## config.mk

```make
export PLATFORM = sky130hd
export DESIGN_NAME = tl_error_slave_q_flat
export DESIGN_NICKNAME = d
export VERILOG_FILES = /design/src/rtl/tl_error_slave_q_if.sv /design/src/rtl/tl_error_slave_q.sv /design/src/flat_wrapper.sv
export SDC_FILE = /design/constraint.sdc
export NUM_CORES = 1
export LEC_CHECK = 0
export CAP_MARGIN = 20
export CORE_AREA = 2 2 94 132
export DETAILED_ROUTE_END_ITERATION = 6
export DIE_AREA = 0 0 96 134
export PLACE_DENSITY_LB_ADDON = 0.3
export SETUP_SLACK_MARGIN = 0.02
export SKIP_CTS_REPAIR_TIMING = 1
export SLEW_MARGIN = 10
export SYNTH_ARGS = -nofsm -noshare
export SYNTH_HDL_FRONTEND = slang
export SYNTH_SLANG_ARGS = --single-unit
```

## constraint.sdc

```tcl
create_clock -name clock -period 3.9 [get_ports clock]
set_input_delay 0.975 -clock clock [delete_from_list [all_inputs] [get_ports clock]]
set_output_delay 0.975 -clock clock [all_outputs]
set_load 0.005 [all_outputs]
```

## src/rtl/tl_error_slave_q_if.sv

```systemverilog
// TileLink-UH A/D channel bundle between a requester and the error slave.
// The slave modport faces the error slave; the master modport faces the requester.
interface tl_error_slave_q_if #(
  parameter int DATA_W = 32,
  parameter int ADDR_W = 14,
  parameter int SRC_W  = 3,
  parameter int SIZE_W = 4
);
  localparam int BYTES = DATA_W / 8;

  logic              a_valid;
  logic              a_ready;
  logic [2:0]        a_opcode;
  logic [2:0]        a_param;
  logic [SIZE_W-1:0] a_size;
  logic [SRC_W-1:0]  a_source;
  logic [ADDR_W-1:0] a_address;
  logic [BYTES-1:0]  a_mask;
  logic [DATA_W-1:0] a_data;
  logic              a_corrupt;

  logic              d_valid;
  logic              d_ready;
  logic [2:0]        d_opcode;
  logic [1:0]        d_param;
  logic [SIZE_W-1:0] d_size;
  logic [SRC_W-1:0]  d_source;
  logic              d_sink;
  logic              d_denied;
  logic [DATA_W-1:0] d_data;
  logic              d_corrupt;

  modport slave (
    input  a_valid, a_opcode, a_param, a_size, a_source, a_address,
           a_mask, a_data, a_corrupt, d_ready,
    output a_ready, d_valid, d_opcode, d_param, d_size, d_source,
           d_sink, d_denied, d_data, d_corrupt
  );

  modport master (
    output a_valid, a_opcode, a_param, a_size, a_source, a_address,
           a_mask, a_data, a_corrupt, d_ready,
    input  a_ready, d_valid, d_opcode, d_param, d_size, d_source,
           d_sink, d_denied, d_data, d_corrupt
  );
endinterface

```

## src/rtl/tl_error_slave_q.sv

```systemverilog
// TileLink-UH error slave: queues A beats, answers every request with a denied
// D response of the matching opcode and beat count, and logs completed requests.
module tl_error_slave_q #(
  parameter int DATA_W = 32,
  parameter int ADDR_W = 14,
  parameter int SRC_W  = 3,
  parameter int SIZE_W = 4,
  parameter int DEPTH  = 2,
  parameter int CNT_W  = 16
) (
  input  logic               clock,
  input  logic               reset_n,
  tl_error_slave_q_if.slave  tl,
  input  logic               err_clear,
  output logic [CNT_W-1:0]   err_count,
  output logic               err_vld,
  output logic [ADDR_W-1:0]  err_addr
);
  localparam int BYTES = DATA_W / 8;
  localparam int LOG_B = $clog2(BYTES);
  localparam int BW    = SIZE_W + 1;
  localparam int AW    = (DEPTH > 1) ? $clog2(DEPTH) : 1;
  localparam int CW    = $clog2(DEPTH + 1);

  typedef struct packed {
    logic [2:0]        op;
    logic [SIZE_W-1:0] size;
    logic [SRC_W-1:0]  src;
    logic [ADDR_W-1:0] addr;
  } entry_t;

  typedef enum logic [1:0] {IDLE, DRAIN, RESP} state_t;

  function automatic logic [BW-1:0] beats_of(input logic [SIZE_W-1:0] sz);
    if (sz <= SIZE_W'(LOG_B)) return BW'(1);
    return BW'(1) << (sz - SIZE_W'(LOG_B));
  endfunction

  // Arith, Logic and Get return data for every beat; everything else acks once.
  function automatic logic [BW-1:0] resp_beats(input logic [2:0] op,
                                               input logic [BW-1:0] nb);
    if (op == 3'd2 || op == 3'd3 || op == 3'd4) return nb;
    return BW'(1);
  endfunction

  function automatic logic [2:0] resp_opcode(input logic [2:0] op);
    case (op)
      3'd2, 3'd3, 3'd4: return 3'd1;
      3'd5:             return 3'd2;
      default:          return 3'd0;
    endcase
  endfunction

  function automatic logic [AW-1:0] next_ptr(input logic [AW-1:0] p);
    if (DEPTH == 1) return '0;
    if (p == AW'(DEPTH - 1)) return '0;
    return p + AW'(1);
  endfunction

  entry_t            mem_q [DEPTH];
  logic [AW-1:0]     wr_ptr_q, wr_ptr_d, rd_ptr_q, rd_ptr_d;
  logic [CW-1:0]     fill_q, fill_d;
  state_t            state_q, state_d;
  entry_t            hdr_q, hdr_d;
  logic [BW-1:0]     beats_q, beats_d;
  logic [BW-1:0]     cnt_q, cnt_d;
  logic [CNT_W-1:0]  err_count_q, err_count_d;
  logic              err_vld_q, err_vld_d;
  logic [ADDR_W-1:0] err_addr_q, err_addr_d;

  logic   full, empty, push, pop, done;
  entry_t entry_in, head;
  logic [BW-1:0] head_beats;
  logic   unused_ok;

  assign unused_ok = ^{tl.a_param, tl.a_mask, tl.a_data, tl.a_corrupt};

  assign full       = (fill_q == CW'(DEPTH));
  assign empty      = (fill_q == '0);
  assign push       = tl.a_valid && !full;
  assign head       = mem_q[rd_ptr_q];
  assign head_beats = beats_of(head.size);
  assign entry_in   = '{op: tl.a_opcode, size: tl.a_size,
                        src: tl.a_source, addr: tl.a_address};

  always_comb begin
    wr_ptr_d = push ? next_ptr(wr_ptr_q) : wr_ptr_q;
    rd_ptr_d = pop  ? next_ptr(rd_ptr_q) : rd_ptr_q;
    fill_d   = fill_q;
    case ({push, pop})
      2'b10:   fill_d = fill_q + CW'(1);
      2'b01:   fill_d = fill_q - CW'(1);
      default: fill_d = fill_q;
    endcase
  end

  // cnt_q counts remaining drain pops in DRAIN and remaining D beats in RESP.
  always_comb begin
    state_d = state_q;
    hdr_d   = hdr_q;
    beats_d = beats_q;
    cnt_d   = cnt_q;
    pop     = 1'b0;
    done    = 1'b0;
    case (state_q)
      IDLE: begin
        if (!empty) begin
          pop     = 1'b1;
          hdr_d   = head;
          beats_d = head_beats;
          if (head.op <= 3'd3 && head_beats > BW'(1)) begin
            cnt_d   = head_beats - BW'(1);
            state_d = DRAIN;
          end else begin
            cnt_d   = resp_beats(head.op, head_beats);
            state_d = RESP;
          end
        end
      end
      DRAIN: begin
        if (!empty) begin
          pop = 1'b1;
          if (cnt_q == BW'(1)) begin
            cnt_d   = resp_beats(hdr_q.op, beats_q);
            state_d = RESP;
          end else begin
            cnt_d = cnt_q - BW'(1);
          end
        end
      end
      RESP: begin
        if (tl.d_ready) begin
          if (cnt_q == BW'(1)) begin
            done    = 1'b1;
            state_d = IDLE;
          end else begin
            cnt_d = cnt_q - BW'(1);
          end
        end
      end
      default: state_d = IDLE;
    endcase
  end

  always_comb begin
    err_count_d = err_count_q;
    err_vld_d   = err_vld_q;
    err_addr_d  = err_addr_q;
    if (err_clear) begin
      err_count_d = '0;
      err_vld_d   = 1'b0;
      err_addr_d  = '0;
    end else if (done) begin
      if (err_count_q != '1) err_count_d = err_count_q + CNT_W'(1);
      if (!err_vld_q) begin
        err_vld_d  = 1'b1;
        err_addr_d = hdr_q.addr;
      end
    end
  end

  always_ff @(posedge clock or negedge reset_n) begin
    if (!reset_n) begin
      wr_ptr_q    <= '0;
      rd_ptr_q    <= '0;
      fill_q      <= '0;
      state_q     <= IDLE;
      cnt_q       <= '0;
      err_count_q <= '0;
      err_vld_q   <= 1'b0;
      err_addr_q  <= '0;
    end else begin
      wr_ptr_q    <= wr_ptr_d;
      rd_ptr_q    <= rd_ptr_d;
      fill_q      <= fill_d;
      state_q     <= state_d;
      cnt_q       <= cnt_d;
      err_count_q <= err_count_d;
      err_vld_q   <= err_vld_d;
      err_addr_q  <= err_addr_d;
    end
  end

  // Queue storage and latched header carry no reset; validity comes from control state.
  always_ff @(posedge clock) begin
    if (push) mem_q[wr_ptr_q] <= entry_in;
    hdr_q   <= hdr_d;
    beats_q <= beats_d;
  end

  assign tl.a_ready   = !full;
  assign tl.d_valid   = (state_q == RESP);
  assign tl.d_opcode  = resp_opcode(hdr_q.op);
  assign tl.d_param   = 2'd0;
  assign tl.d_size    = hdr_q.size;
  assign tl.d_source  = hdr_q.src;
  assign tl.d_sink    = 1'b0;
  assign tl.d_denied  = tl.d_valid;
  assign tl.d_data    = '0;
  assign tl.d_corrupt = tl.d_valid && (resp_opcode(hdr_q.op) == 3'd1);

  assign err_count = err_count_q;
  assign err_vld   = err_vld_q;
  assign err_addr  = err_addr_q;
endmodule

```

## src/flat_wrapper.sv

```systemverilog
// flat-port wrapper written by rule: the top's interface ports become plain ports
module tl_error_slave_q_flat 
#(
  parameter int DATA_W = 32,
  parameter int ADDR_W = 14,
  parameter int SRC_W  = 3,
  parameter int SIZE_W = 4,
  parameter int DEPTH  = 2,
  parameter int CNT_W  = 16
)
  (clock, reset_n, err_clear, err_count, err_vld, err_addr, tl_a_valid, tl_a_opcode, tl_a_param, tl_a_size, tl_a_source, tl_a_address, tl_a_mask, tl_a_data, tl_a_corrupt, tl_d_ready, tl_a_ready, tl_d_valid, tl_d_opcode, tl_d_param, tl_d_size, tl_d_source, tl_d_sink, tl_d_denied, tl_d_data, tl_d_corrupt);
  tl_error_slave_q_if #(.DATA_W(DATA_W), .ADDR_W(ADDR_W), .SRC_W(SRC_W), .SIZE_W(SIZE_W)) tl_i ();
  input  logic clock;
  input  logic reset_n;
  input  logic err_clear;
  output logic [CNT_W-1:0] err_count;
  output logic err_vld;
  output logic [ADDR_W-1:0] err_addr;
  input wire logic [$bits(tl_i.a_valid)-1:0] tl_a_valid;
  input wire logic [$bits(tl_i.a_opcode)-1:0] tl_a_opcode;
  input wire logic [$bits(tl_i.a_param)-1:0] tl_a_param;
  input wire logic [$bits(tl_i.a_size)-1:0] tl_a_size;
  input wire logic [$bits(tl_i.a_source)-1:0] tl_a_source;
  input wire logic [$bits(tl_i.a_address)-1:0] tl_a_address;
  input wire logic [$bits(tl_i.a_mask)-1:0] tl_a_mask;
  input wire logic [$bits(tl_i.a_data)-1:0] tl_a_data;
  input wire logic [$bits(tl_i.a_corrupt)-1:0] tl_a_corrupt;
  input wire logic [$bits(tl_i.d_ready)-1:0] tl_d_ready;
  output wire logic [$bits(tl_i.a_ready)-1:0] tl_a_ready;
  output wire logic [$bits(tl_i.d_valid)-1:0] tl_d_valid;
  output wire logic [$bits(tl_i.d_opcode)-1:0] tl_d_opcode;
  output wire logic [$bits(tl_i.d_param)-1:0] tl_d_param;
  output wire logic [$bits(tl_i.d_size)-1:0] tl_d_size;
  output wire logic [$bits(tl_i.d_source)-1:0] tl_d_source;
  output wire logic [$bits(tl_i.d_sink)-1:0] tl_d_sink;
  output wire logic [$bits(tl_i.d_denied)-1:0] tl_d_denied;
  output wire logic [$bits(tl_i.d_data)-1:0] tl_d_data;
  output wire logic [$bits(tl_i.d_corrupt)-1:0] tl_d_corrupt;
  assign tl_i.a_valid = tl_a_valid;
  assign tl_i.a_opcode = tl_a_opcode;
  assign tl_i.a_param = tl_a_param;
  assign tl_i.a_size = tl_a_size;
  assign tl_i.a_source = tl_a_source;
  assign tl_i.a_address = tl_a_address;
  assign tl_i.a_mask = tl_a_mask;
  assign tl_i.a_data = tl_a_data;
  assign tl_i.a_corrupt = tl_a_corrupt;
  assign tl_i.d_ready = tl_d_ready;
  assign tl_a_ready = tl_i.a_ready;
  assign tl_d_valid = tl_i.d_valid;
  assign tl_d_opcode = tl_i.d_opcode;
  assign tl_d_param = tl_i.d_param;
  assign tl_d_size = tl_i.d_size;
  assign tl_d_source = tl_i.d_source;
  assign tl_d_sink = tl_i.d_sink;
  assign tl_d_denied = tl_i.d_denied;
  assign tl_d_data = tl_i.d_data;
  assign tl_d_corrupt = tl_i.d_corrupt;
  tl_error_slave_q #(.DATA_W(DATA_W), .ADDR_W(ADDR_W), .SRC_W(SRC_W), .SIZE_W(SIZE_W), .DEPTH(DEPTH), .CNT_W(CNT_W)) u_core (.clock(clock), .reset_n(reset_n), .tl(tl_i), .err_clear(err_clear), .err_count(err_count), .err_vld(err_vld), .err_addr(err_addr));
endmodule
```

-- After elaboration in Yosys (flattened, before gate mapping)
Memories as Yosys holds them, arrays and structs flattened.
Index checks and enable logic that the tools add are counted.
- flip-flop bits (word level): 71
- memory bits (writable): 48
- bits of input ports: 69
- output and inout bits: 80
- logic and storage cells: 122
- memories: 1
- memories (memory ; depth ; bits a word ; rd ports ; clocked after memory_dff ; wr ports ; RTL line ; RTL):
    u_core.mem_q ; 2 ; 24 ; 1 ; 0 ; 1 ; tl_error_slave_q.sv:60 ; entry_t mem_q [DEPTH];
- add/sub/neg operators: 8
- magnitude comparators: 3
- eq/ne operators: 22
- shift operators: 1
- muxes and demuxes: 52
- bitwise operators: 1
- reduce and logical (&&, ||, !) cells: 21
- operator list (cell ; number):
    $mux 5 ; 12
    $mux 16 ; 3
    $mux 14 ; 3
    $mux 1 ; 24
    $add 16x1->16 const B ; 1
    $ne 16x16->1 const B ; 1
    $pmux 5 s3 ; 1
    $eq 3x2->1 const B ; 4
    $mux 2 ; 6
    $ne 2x2->1 const B ; 6
    $reduce_and 5->1 ; 2
    $sub 5x1->5 const B ; 2
    $eq 3x3->1 const B ; 3
    $pmux 2 s2 ; 2
    $eq 2x1->1 const B ; 3
    $eq 2x2->1 const B ; 3
    $pmux 2 s3 ; 1
    $reduce_and 2->1 ; 3
    $reduce_bool 2->1 ; 3
    $eq 5x1->1 const B ; 1
    $gt 5x1->1 const B ; 1
    $shl 1x4->5 const A ; 1
    $le 4x2->1 const B ; 1
    $logic_not 2->1 ; 2
    other kinds (13) ; 19

-- Logic depth before layout (Yosys ltp)
An unclocked memory read counts as a cell.
- depth after elaboration: 13
- depth in mapped cells: 17
- mapped depth without buffers: 13

-- Worst setup path before layout
OpenSTA, ideal clock, no wires.
- path kind: reg-to-reg
- start point: register u_core.rd_ptr_q
- end point: register u_core.cnt_q[4]
- library setup time: 82 ps
- arrival time: 3105 ps
- data required time: 3818 ps
- slack: 713 ps
- cell stages (with the launch flop): 18
- path buffers: 4
- period minus slack after synthesis: 3187 ps
- cell sequence: dfrtp_1 buf_4 buf_4 clkbuf_1 mux2i_1 ha_1 buf_2 nand2b_1 mux2i_1 nand2_1 a21oi_1 inv_1 ha_1 nor3_1 a22oi_1 o2bb2ai_1 nand2b_1 a31oi_1
- elaborated cells between the ends (all ways): 24
- those cells by class: add/sub: 2; order compare: 3; eq/ne: 3; shift: 1; mux: 11; reduce/logical: 3; memory: 1
- RTL lines (what ; RTL line ; RTL):
    start, declared ; tl_error_slave_q.sv:61 ; logic [AW-1:0] wr_ptr_q, wr_ptr_d, rd_ptr_q, rd_ptr_d;
    start signal, assigned ; tl_error_slave_q.sv:174 ; rd_ptr_q <= rd_ptr_d;
    $mem_v2 2x24 (*) ; -- ;
    $sub 4x2->4 or $le 4x2->1 (tied branches) ; tl_error_slave_q.sv:36, tl_error_slave_q.sv:35 ;
    $shl 1x4->5 or $mux 1 (tied branches) ; tl_error_slave_q.sv:36, tl_error_slave_q.sv:35 ;
    $mux 5 (*) ; tl_error_slave_q.sv:36 ; return BW'(1) << (sz - SIZE_W'(LOG_B));
    net u_core.head_beats[0] ; tl_error_slave_q.sv:73 ; logic [BW-1:0] head_beats;
    $gt 5x1->1 ; tl_error_slave_q.sv:111 ; if (head.op <= 3'd3 && head_beats > BW'(1)) begin
    $logic_and 1x1->1 ; tl_error_slave_q.sv:111 ;
    $mux 5 (*) ; tl_error_slave_q.sv:111 ;
    $mux 5 (*) ; tl_error_slave_q.sv:107 ; if (!empty) begin
    $pmux 5 s3 (*) ; tl_error_slave_q.sv:105 ; case (state_q)
    end signal, assigned ; tl_error_slave_q.sv:177 ; cnt_q <= cnt_d;
    end, declared ; tl_error_slave_q.sv:66 ; logic [BW-1:0] cnt_q, cnt_d;
The timed path passes the listed nets; every way through them passes the cells marked *. The select of a mux whose other input is x is not followed.
A chain may end at the register's enable or synchronous reset.

-- Worst setup path after layout
Same ends and word-level chain as after synthesis.

==> results.md <==
* Measured slew at the worst slew-check pin at 1.02 ns
* Initial antenna violation count at 0
* Diode count at 0
* MaxCap Viol Count at 0
* CP Max Fanout at 12
* Final-layout fill cell count at 908
* Initial core utilization at 48.2%
* Final worst-path cycle share at 83.9%
* Port bufs at 72
* Achievable clock frequency at 0.306 GHz
* Slew Limit Fails at 0
* Drt pass-1 iters at 4
* Max_slew headroom at 31.6%
* Worst-path cell chain: mux2i_1 > ha_1 > nand2b_1 > mux2i_1 > nand2_1 > a21oi_1 > inv_1 > ha_1 > nor3_1 > a22oi_1 > o2bb2ai_1 > nand2b_1 > a31oi_1
* Main combinational cell family by area after synthesis: simple AND/OR/NAND/NOR gates
* First-pass GRT wire length at 17100 microns
* Post-route ant nets at 0
* Register area share after synthesis at 59.6%
* Largest net degree at the start of global routing at 43
* Die height at 134 microns
* Post-synth EDFFs at 77
* Slowest CP cell: mux2i_1
* Worst path required time at 4.23 ns
* Finish-stage setup viols at 0
* Critical path origin: u_core.rd_ptr_q
* Final wirelength at 10300 microns
* Top cell type's share of synthesized area at 41.0%
* Combinational group share of total power at 31.3%
* Worst setup SP type: flip-flop
* Min cycle time layout at 3.27 ns
* Multi-input logic area at 0.00195 sq mm
* Fin nets at 597
* XOR/XNOR Fraction of Synth Area at 3.10%
* Via count at 3562
* Area Overhead vs Synth at 23.1%
* Peak VDD IR at 0.519 mV
* Drt via density at 5.26
* Leak at 2.70 nW
* Worst Skew at 0.0127 ns
* Main synth FF type: edfxtp_1
* Post-synth ARST share at 35.3%
* CP endpoint kind: flip-flop
* Share of cells above drive strength 1 at 14.3%
* Placed Cells incl. Taps at 644
* H-tree depth at 4
* Fin. Hold Viols at 0
* Clock power frac at 30.5%
* Core footprint at 0.0117 sq mm
* GRT Total Usage at 17.3%
* Area after DPL at 0.00632 sq mm
* Vias in the first global route at 3517
* #FFs+latches synth at 119
* Sw frac at 32.6%
* # rows at 47
* Hpwl dp at 7140 microns
* P_int at 3.50 mW
* Avg Cell Area, Syn at 12.7 sq um
* Most frequently used cell type in the post-synthesis netlist: edfxtp_1
* Warnings from Yosys at 0
* Setup TNS at 0 ns
* Slowest cell delay on critical path at 0.51 ns
* Synth Area in Adders at 2.44%
* DIE AREA at 0.0129 sq mm
* Clock tree buffer depth at 2
* Crit path DAT at 3.60 ns
* Wire per inst at 15.2 microns
* Num CTS Buffers at 17
* Multiplexer share of the synthesized area at 5.79%
* Synth cell types at 62
* Syn Inst Count at 443
* Hold Slack at 0.400 ns
* Synth top cells by count: 77 x edfxtp_1, 47 x buf_4, 42 x dfrtp_1, 33 x nor2_1
* Top cells by area, synth: edfxtp_1 41%, dfrtp_1 19%, buf_4 6.3%
* Detailed Route Iter0 Violations at 179
* I/O pins at 149
* Share of total power in sequential cells at 38.2%
* Leading area contributor after synthesis: edfxtp_1
* P per Cell Area at 747 mW/mm^2
* Status: completed
* Mapped Area at 0.00564 sq mm
* Final Non-Filler Cells at 677
* Final GP Congestion at 0.810
* CTS tree: yes
* Worst-path clk slew at 0.06 ns
* Synth Area in Compound Gates at 8.74%
* Design area at 0.00695 sq mm
* Drc violations at 0
* Clk Tree Root Cell: clkbuf_16
* RR Startpoint: u_core.rd_ptr_q
* Setup CP Type: reg2reg
* RSZ-0062 raised after global routing: no
* Worst min-delay path category: in2async
* Worst-Skew Late Latency at 0.41 ns
* Die X at 96 microns
* Storage cell area at 0.00336 sq mm
* Gr ovfl total at 0
* Simple-gate share of the synthesized area at 12.0%
* Switching pwr at 1.69 mW
* CTS Sinks at 119
-- registers in the layout (all words and copies together), names as in the netlist --
| name | count |
|---|---|
| u_core.mem_q | 48 |
| u_core.hdr_q | 17 |
| u_core.err_count | 16 |
| u_core.err_addr | 14 |
| u_core.beats_q | 5 |
| u_core.cnt_q | 5 |
| u_core.tl.d_size | 4 |
| u_core.tl.d_source | 3 |
| u_core.fill_q | 2 |
| u_core.state_q | 2 |
| u_core.err_vld | 1 |
| u_core.rd_ptr_q | 1 |
| u_core.wr_ptr_q | 1 |
-- metal layers --
metal	routed length, microns	GRT usage, %	vias up	share of wire [%]
li1	-	-	1703	-
met1	4290	21.4	1756	42
met2	5460	28.4	94	53
met3	380	4.94	9	3.7
met4	142	7.06	0	1.4
met5	0	0	-	0
-- path summary, 6_finish.rpt --
kind,slack [ns],cells past startpoint,to
worst max-delay path,0.63,13,u_core.cnt_q[4]
worst min-delay path,0.40,1,u_core.err_count[6]
worst max register to register,0.63,13,u_core.cnt_q[4]
worst min register to register,0.47,1,u_core.err_addr[6]
max in group asynchronous,3.04,2,u_core.cnt_q[0]
min in group clock,0.47,1,u_core.err_addr[6]
-- cell type report --
cell class | instances | area share (%)
sequential | 119 | 48.4
inverter | 17 | 0.936
multi-input combinational | 284 | 28.1
clock buffer | 17 | 6.12
tap | 147 | 2.65
clock inverter | 15 | 2.67
timing repair buffer | 78 | 11.1
-- power by group through the flow --
stage	logic, mW	registers, mW	clock network, mW
floorplan	1.25	1.95	0
global placement	1.59	1.98	0
detailed placement	1.63	2.00	0
CTS	1.65	1.98	1.61
global route	1.83	2.02	1.66
finish	1.63	1.98	1.58
-- metrics by stage --
| step | worst slack, ns | util [%] | power, mW |
|---|---|---|---|
| after floorplan | 0.713 | - | 3.20 |
| after global placement | 0.688 | 54.0 | 3.57 |
| after detailed placement | 0.595 | 54.0 | 3.64 |
| after CTS | 0.617 | 59.2 | 5.24 |
| after global routing | 0.251 | 59.4 | 5.51 |
| final | 0.628 | 59.4 | 5.19 |
-- placed cells by master (no fill, tap or decap), types with 2 or more instances in the layout --
master and n:
clkdlybuf4s50_1 71, mux2i_1 9, a22o_1 14, nand3_1 9, nand3b_1 2, nand4_1 6
a22oi_1 2, or3_1 2, xor2_1 6, nor2_1 32, o32ai_1 2, o211ai_1 3
nor4_1 3, bufinv_16 2, o21ai_0 9, nand2_1 21, nand2b_1 8, o22ai_1 3
and4_1 2, clkbuf_16 17, xnor2_1 14, nor3_1 10, and3_1 5, o21bai_1 2
mux2_2 21, dfrtp_1 42, or3b_2 2, clkinv_4 4, ha_1 11, a211oi_1 3
buf_4 5, inv_6 3, a21oi_1 11, conb_1 36, edfxtp_1 77, nor3b_1 4
inv_1 16, inv_8 5, or3b_1 5
-- logic make-up after synthesis --
kind of cell,count (synthesis)
AO/OA/AOI/OAI,65
XOR/XNOR,20
adder cells (fa/ha/maj),11
buffers and inverters,75
flip-flops,119
multiplexers,30
other,1
AND/OR/NAND/NOR,122
-- critical path, delay by kind of cell (launching register included) --
kind / cells / cell delay, ns
adders and majority gates: 2 / 0.72
DFF: 1 / 0.42
and+or+nand+nor: 4 / 0.45
AOI/OAI and AO/OA: 4 / 0.72
muxes: 2 / 0.76
buffers and inverters: 1 / 0.13
Note: power is estimated with default switching activity, not from simulation.
